[src/rtl/seq_detector_param.sv]
// seq_detector_param: programmable serial pattern detector with overlap mode and saturating match counter
module seq_detector_param #(
  parameter int PAT_LEN = 3,
  parameter int CNT_W = 8
) (
  input  logic               clk,
  input  logic               rst,
  input  logic               clr,
  input  logic               din_valid,
  input  logic               din,
  input  logic [PAT_LEN-1:0] pattern,
  input  logic               overlap,
  output logic               dout,
  output logic [CNT_W-1:0]   match_cnt,
  output logic               armed
);
  localparam int FW = (PAT_LEN > 2) ? $clog2(PAT_LEN) : 1;
  localparam logic [FW-1:0] LAST = FW'(PAT_LEN - 1);
  typedef enum logic [1:0] {EMPTY, FILLING, ARMED} state_t;
  state_t state;
  logic [PAT_LEN-1:0] history, cand;
  logic [FW-1:0] fill, fill_nxt;
  logic hit;
  always_comb begin
    cand = {history[PAT_LEN-2:0], din};
    hit = (state == ARMED) && (cand == pattern);
    fill_nxt = hit ? (overlap ? LAST : '0) : ((fill == LAST) ? LAST : fill + FW'(1));
  end
  always_ff @(posedge clk or posedge rst) begin
    if (rst) begin
      state <= EMPTY;
      history <= '0;
      fill <= '0;
      dout <= 1'b0;
      match_cnt <= '0;
      armed <= 1'b0;
    end else if (clr) begin
      state <= EMPTY;
      history <= '0;
      fill <= '0;
      dout <= 1'b0;
      match_cnt <= '0;
      armed <= 1'b0;
    end else if (din_valid) begin
      history <= cand;
      fill <= fill_nxt;
      state <= (fill_nxt == '0) ? EMPTY : (fill_nxt == LAST) ? ARMED : FILLING;
      armed <= (fill_nxt == LAST);
      dout <= hit;
      // counter sticks at all-ones while the pulse keeps firing
      if (hit && !(&match_cnt)) match_cnt <= match_cnt + CNT_W'(1);
    end else begin
      dout <= 1'b0;
    end
  end
endmodule

[config.mk]
export PLATFORM = sky130hd
export DESIGN_NAME = seq_detector_param
export DESIGN_NICKNAME = d
export VERILOG_FILES = /design/src/rtl/seq_detector_param.sv
export SDC_FILE = /design/constraint.sdc
export NUM_CORES = 1
export LEC_CHECK = 0
export BUFFER_PORTS_ARGS = -buffer_cell sky130_fd_sc_hd__buf_2
export CORE_MARGIN = 5
export CORE_UTILIZATION = 46
export DETAILED_ROUTE_END_ITERATION = 8
export PLACE_DENSITY = 0.78
export SLEW_MARGIN = 20
export SYNTH_ARGS = -nofsm -noshare
export SYNTH_HDL_FRONTEND = slang
export SYNTH_SLANG_ARGS = --single-unit
[constraint.sdc]
create_clock -name clk -period 1.5 [get_ports clk]
set_input_delay 0.075 -clock clk [delete_from_list [all_inputs] [get_ports clk]]
set_output_delay 0.075 -clock clk [all_outputs]
set_load 0.02 [all_outputs]
==> metrics.log, run 1 <==
[metrics] status: complete, but fails checks
[metrics] violated checks: setup timing
[metrics] Worst Setup Slack, final: -61.3 ps
[metrics] reported leakage power: 0.000539 uW
[metrics] row count: 15
[metrics] chip width: 52.4 um
[metrics] nets in the synthesized netlist: 96
[metrics] FF+latch count, synth: 14
[metrics] arrival time at the worst endpoint: 1770 ps
[metrics] average size of a mapped cell: 9.72 sq um
[metrics] minimum hold slack: 115 ps
[metrics] final-stage net count: 133
[metrics] buffer depth of the longest clock path: 2
[metrics] starting utilization of the core area: 0.484
[metrics] total negative setup slack: -223 ps
[metrics] startpoint type of the worst setup path: flop
[metrics] Post-Synthesis Cell Area: 826 sq um
[metrics] YS warnings: 0
[metrics] Finish-stage setup viols: 6
[metrics] number of placed I/O pins: 19
[metrics] vias in the first global route: 823
[metrics] CTS tree: built
[metrics] share of the clock period used by the worst path: 1.04
[metrics] Core ar.: 1710 sq um
[metrics] placed wire-length estimate after detailed placement: 1440 um
[metrics] power density over the cells: 673 nW/um^2
[metrics] unrepaired setup endpoints after global routing: true
[metrics] Clock Root Buffer: clkbuf_4
[metrics] pre-CTS setup slack: -68.8 ps
[metrics] minimum clock period: 1560 ps
[metrics] Total Power Consumption: 788 uW
[metrics] Crit path max-delay family: simple AND/OR/NAND/NOR gates
[metrics] Vert. Die Dim: 52.4 um
[metrics] distinct cell type count after synthesis: 30
[metrics] cells after synthesis: 85
[metrics] number of flops mapped to enable cells by yosys: 0
[metrics] vias post-DR: 776
[metrics] die area: 2740 sq um
[metrics] Hold Path Depth: 3
[metrics] actual slew at the worst max-slew pin: 526 ps
[metrics] fin util: 0.686
[metrics] Rel. slew slack: 0.649
[metrics] H-tree levels: 1
[metrics] number of clock sinks: 14
[metrics] pin count of the biggest net entering global routing: 18
[metrics] critical path fanouts, max: 9
[metrics] Crit. path cell count: 4
[metrics] Fin Clk Skew: 1.59 ps
[metrics] biggest area contributors in the synthesized netlist: dfrtp_1, xnor2_2, nor2b_1, a21oi_1, mux2i_1
[metrics] final RePlAce weighted congestion: 0.767
[metrics] proportion of synthesized chip area in sequential cells: 0.424
[metrics] number of buffers and inverters on the critical path: 0
[metrics] Synth Flop Type: dfrtp_1
[metrics] peak supply drop: 0.560 mV
[metrics] share of synthesized registers carrying an async set or reset: 1.00
[metrics] highest attainable clock frequency: 640 MHz
[metrics] DRT iter0 DRCs: 17
[metrics] Via-to-Cell Ratio: 5.32
[metrics] number of buffers created by CTS: 3
[metrics] ratio of cells with drive above 1 in the final layout: 0.496
[metrics] depth of the worst register-to-register path: 4
[metrics] required time of the worst setup path: 1710 ps
[metrics] MaxCap Viol Count: 0
[metrics] first drt pass iteration count: 4
[metrics] final-report max-slew violation count: 0
[metrics] biggest cell delay along the critical path: 560 ps
[metrics] critical path start-end classification: reg -> reg
[metrics] Cell Chain, Critical Path: xnor2_2 > nand4_4 > or4_1 > a21oi_2
[metrics] signed area change from the synthesized netlist to the final layout: 41.8%
[metrics] final routed DRC violation total: 0
[metrics] sum of routed wire length over all layers: 1970 um
[metrics] Antenna Cells: 0
[metrics] residual overflow from global routing: 0
[metrics] share of the synthesized area in the top cell type: 0.424
[metrics] antenna violations before repair: 0
[metrics] slowest library cell on the worst path: or4_1
[metrics] overall global routing resource usage: 0.166
[metrics] critical path capture point type: flop
[metrics] HP Class: in -> reg
[metrics] count of input and output buffers: 18
[metrics] routed wire length per instance: 13.5 um
[metrics] post-route ant nets: 0
[metrics] later-pin clock latency in the skew report: 280 ps
[metrics] first-pass GRT wire length: 3400 um
[metrics] number of hold-slack violations in the final timing report: 0
[metrics] Reg clk slew, reported paths: 90 ps
[metrics] post-synthesis cell type with the largest combined area: dfrtp_1
==> path summary, 6_finish.rpt <==
| kind | start | to | slack (ps) |
|---|---|---|---|
| worst max-delay path | history[0]$_DFFE_PP0P_ | match_cnt[3]$_DFFE_PP0P_ | -60 |
| worst min-delay path | din | history[0]$_DFFE_PP0P_ | 120 |
| worst max register to register | history[0]$_DFFE_PP0P_ | match_cnt[3]$_DFFE_PP0P_ | -60 |
| worst min register to register | fill[1]$_DFFE_PP0P_ | fill[1]$_DFFE_PP0P_ | 580 |
| max in group asynchronous | rst | match_cnt[0]$_DFFE_PP0P_ | 760 |
| min in group asynchronous | rst | match_cnt[4]$_DFFE_PP0P_ | 360 |
==> worst reg2reg max path: stages (launching register included) <==
cell     delay [ps]
dfrtp_1         410
xnor2_2         170
nand4_4         200
or4_1           560
a21oi_2         150
==> cells in the final DEF, fill, tap and decap left out, drive strengths merged, types with 2 or more instances in the layout <==
cell,Yosys,final
clkbuf,2,4
nand4,3,3
nand3,4,4
inv,6,6
nand2,3,3
or3,3,3
nor2,6,6
or4,3,3
mux2i,3,3
a211oi,2,2
nor2b,5,5
o31ai,3,3
o21ai,4,4
a21oi,6,6
dfrtp,14,14
mux2,2,2
xnor2,3,3
buf,3,36
ha,2,2
==> per-layer routing <==
metal  share of wire  up-vias  track usage
met5               0        -            0
met2            0.53       15        0.308
met1            0.44      383        0.186
met4               0        0       0.0638
li1                -      378            -
met3           0.030        0       0.0285
==> timing repair <==
item,4_1_cts,5_1_grt
hold buffers,1,0
endpoints found under the hold margin,14,0
resized for setup,2,3
pin swaps,0,0
setup buffers,1,0
endpoints found under the setup margin,7,10
cloned,0,0
==> state kept, by name (all words and copies together), names as in the netlist <==
| name | cells |
|---|---|
| match_cnt | 8 |
| history | 2 |
| fill | 1 |
| state | 1 |
| dout | 1 |
| armed | 1 |
==> power breakdown <==
part           leakage [uW]  switching (uW)  internal [uW]
clock network     0.0000210             129            148
logic              0.000332            62.6           54.2
registers          0.000186            7.74            387
total              0.000539             200            588
==> kinds of logic (layout without fill, tap and decap cells) <==
kind of cell,Yosys count,in the layout,share of synthesized area
AO/OA/AOI/OAI,17,17,0.126
XOR/XNOR,3,3,0.0500
adder cells (fa/ha/maj),2,2,0.0303
buffers and inverters,11,47,0.0545
flip-flops,14,14,0.424
multiplexers,5,5,0.0636
AND/OR/NAND/NOR,33,33,0.252
==> cell type report <==
type	instances	area (sq um)
Inverter	6	22.5
Fill cell	132	537
Timing Repair Buffer	37	235
Tap cell	25	31.3
Sequential cell	14	355
Multi-Input combinational cell	60	490
Clock buffer	4	36.3
==> synth_stat cells (3+ instances only) <==
master	n
or3_1	3
buf_2	3
or4_1	3
nor2_1	6
a21oi_1	6
o31ai_1	3
nor2b_1	5
dfrtp_1	14
inv_1	6
mux2i_1	3
o21ai_0	3
nand3_1	4
nand2_1	3
==> per-stage QoR <==
| step | cell area, sq um | instances |
|---|---|---|
| 6_report | 1170 | 146 |
| 2_1_floorplan | 875 | 85 |
| 3_3_place_gp | 1100 | 140 |
| 5_1_grt | 1170 | 146 |
| 3_5_place_dp | 1100 | 140 |
| 4_1_cts | 1160 | 146 |
(Power assumes the default switching activity.)
==> run 2, diff against run 1 <==
--- a/config.mk
+++ b/config.mk
@@ -10,6 +10,7 @@
 export CORE_UTILIZATION = 46
 export DETAILED_ROUTE_END_ITERATION = 8
 export PLACE_DENSITY = 0.78
+export RECOVER_POWER = 100
 export SLEW_MARGIN = 20
 export SYNTH_ARGS = -nofsm -noshare
 export SYNTH_HDL_FRONTEND = slang
==> metrics.log, run 2 (same netlist as run 1, synthesis figures left out) <==
[metrics] proportion of total power due to net switching: 0.252 (-0.00154)
[metrics] critical path start-end classification: reg -> reg
[metrics] Total Power Consumption: 785 uW (-0.35%)
[metrics] later-pin clock latency in the skew report: 280 ps (about the same)
[metrics] signed area change from the synthesized netlist to the final layout: 40.5%
[metrics] number of clock sinks: 14 (unchanged)
[metrics] H-tree levels: 1 (unchanged)
[metrics] Finish-stage setup viols: 5 (-1)
[metrics] number of flip-flops under the largest register name: 8 (unchanged)
[metrics] Vert. Die Dim: 52.4 um (unchanged)
[metrics] reported leakage power: 0.000499 uW (-7.4%)
[metrics] minimum hold slack: 116 ps (+1.25 ps)
[metrics] violated checks: setup timing
[metrics] Fin Clk Skew: 0.875 ps (-0.716 ps)
[metrics] met1 wire length: 836 um (-3.4%)
[metrics] number of placed I/O pins: 19 (unchanged)
[metrics] row count: 15 (unchanged)
[metrics] final routed DRC violation total: 0 (unchanged)
[metrics] worst-case register-to-register setup slack: -60 ps (about the same)
[metrics] placed wire-length estimate after detailed placement: 1440 um (unchanged)
[metrics] final RePlAce weighted congestion: 0.767 (unchanged)
[metrics] share of the clock period used by the worst path: 1.04 (-0.00155)
[metrics] DRT iter0 DRCs: 18 (+1)
[metrics] buffer depth of the longest clock path: 2 (unchanged)
[metrics] topmost layer with routed signal wires: met3
[metrics] chip width: 52.4 um (unchanged)
[metrics] total met3 wirelength after detailed routing: 75 um (+27%)
[metrics] largest registers: match_cnt (8), history (2)
[metrics] residual overflow from global routing: 0 (unchanged)
[metrics] Antenna Cells: 0 (unchanged)
[metrics] routed length on met2: 1040 um (unchanged)
[metrics] actual slew at the worst max-slew pin: 529 ps (+3.65 ps)
[metrics] startpoint type of the worst setup path: flop
[metrics] first-pass GRT wire length: 3400 um (unchanged)
[metrics] Clock Root Buffer: clkbuf_4
[metrics] pin count of the biggest net entering global routing: 18 (unchanged)
[metrics] critical path capture point type: flop
[metrics] reported net switching power: 198 uW (-0.96%)
[metrics] antenna violations before repair: 0 (unchanged)
[metrics] sequential share of power: 0.502 (+0.002)
[metrics] arrival time at the worst endpoint: 1770 ps (about the same)
[metrics] vias in the first global route: 823 (unchanged)
[metrics] placed cell count: 140 (unchanged)
[metrics] number of hold-slack violations in the final timing report: 0 (unchanged)
[metrics] area after detailed placement: 1100 sq um (unchanged)
[metrics] status: complete, but fails checks
[metrics] highest attainable clock frequency: 641 MHz (+0.15%)
[metrics] most common library cell in the layout ignoring fill and taps: buf_4
[metrics] Core ar.: 1710 sq um (unchanged)
[metrics] final-report max-slew violation count: 0 (unchanged)
[metrics] critical path fanouts, max: 9 (unchanged)
[metrics] vias post-DR: 783 (+0.90%)
[metrics] routed wire length per instance: 13.4 um (-0.66%)
[metrics] fin util: 0.679 (-0.00659)
[metrics] Via-to-Cell Ratio: 5.36 (+0.90%)
[metrics] Largest Register: match_cnt
[metrics] sum of routed wire length over all layers: 1950 um (-0.66%)
[metrics] first drt pass iteration count: 4 (unchanged)
[metrics] peak supply drop: 0.546 mV (-2.5%)
[metrics] Comb power frac: 0.148 (about the same)
[metrics] Worst Setup Slack, final: -59.0 ps (+2.33 ps)
[metrics] overall global routing resource usage: 0.166 (unchanged)
[metrics] die area: 2740 sq um (unchanged)
[metrics] number of buffers created by CTS: 3 (unchanged)
[metrics] required time of the worst setup path: 1710 ps (about the same)
[metrics] minimum clock period: 1560 ps (-2.33 ps)
[metrics] Design Area, Final: 1160 sq um (-0.96%)
[metrics] Final Non-Filler Cells: 146 (unchanged)
[metrics] CTS tree: built
[metrics] internal power component: 587 uW (-0.15%)
[metrics] ratio of cells with drive above 1 in the final layout: 0.421 (-0.0744)
[metrics] power density over the cells: 677 nW/um^2 (+0.62%)
[metrics] Rel. slew slack: 0.647 (-0.00243)
[metrics] starting utilization of the core area: 0.484 (unchanged)
[metrics] count of input and output buffers: 18 (unchanged)
[metrics] part of the total power dissipated in the clock network: 0.350 (-0.002)
[metrics] MaxCap Viol Count: 0 (unchanged)
[metrics] commonest cells after routing, fill and taps aside: buf_4, dfrtp_1, buf_2, clkbuf_1
[metrics] HP Class: in -> reg
[metrics] unrepaired setup endpoints after global routing: true
[metrics] Reg clk slew, reported paths: 90 ps (about the same)
[metrics] final-stage net count: 133 (unchanged)
[metrics] post-route ant nets: 0 (unchanged)
## run 2: changes by cell type in the layout (fill, tap and decap cells not counted), sizes merged
cell and change:
clkbuf +10, buf -10
## run 2: worst paths after layout
path                                         from                  endpoint  depth (start not counted)
max                        history[0]$_DFFE_PP0P_  match_cnt[3]$_DFFE_PP0P_                          4
min                                           din    history[0]$_DFFE_PP0P_                          3
max reg2reg                history[0]$_DFFE_PP0P_  match_cnt[3]$_DFFE_PP0P_                          4
min reg2reg                   fill[1]$_DFFE_PP0P_       fill[1]$_DFFE_PP0P_                          2
max in group asynchronous                     rst  match_cnt[0]$_DFFE_PP0P_                          3
min in group asynchronous                     rst  match_cnt[4]$_DFFE_PP0P_                          3
## run 2: routing by layer
metal	track usage	vias to the layer above
li1	-	378
met1	0.186	385
met2	0.308	20
met3	0.0285	0
met4	0.0638	0
met5	0	-
## run 2: power by group through the flow
| stage | clock (uW) | sequential (uW) | combinational, uW |
|---|---|---|---|
| floorplan | 0 | 404 | 70.5 |
| global placement | 0 | 401 | 108 |
| detailed placement | 0 | 402 | 113 |
| CTS | 285 | 394 | 117 |
| global route | 303 | 396 | 128 |
| finish | 275 | 394 | 116 |
## run 2: metrics by stage
step           setup TNS (ps)  setup slack (ps)
6_report                 -197             -59.0
2_1_floorplan           -44.7             -22.4
5_1_grt                 -1090              -162
3_5_place_dp             -249             -68.8
4_1_cts                  -234             -55.7
3_3_place_gp             -109             -30.7
## run 2: area by class of cell
| cell class | count | area (sq um) |
|---|---|---|
| clock buffer | 4 | 36.3 |
| fill | 138 | 548 |
| inverter | 6 | 22.5 |
| multi-input combinational | 60 | 490 |
| sequential | 14 | 355 |
| tap | 25 | 31.3 |
| timing repair buffer | 37 | 224 |
## run 2: critical path: stages (launching register included)
cell	delay (ps)
dfrtp_1	410
xnor2_2	170
nand4_4	200
or4_1	560
a21oi_2	150
## run 2: repair_timing
action                     in CTS  in global routing
gates resized for setup         2                  3
hold buffers                    1                  0
setup endpoints to repair       7                 10
hold endpoints to repair       14                  0
buffers inserted                1                  0
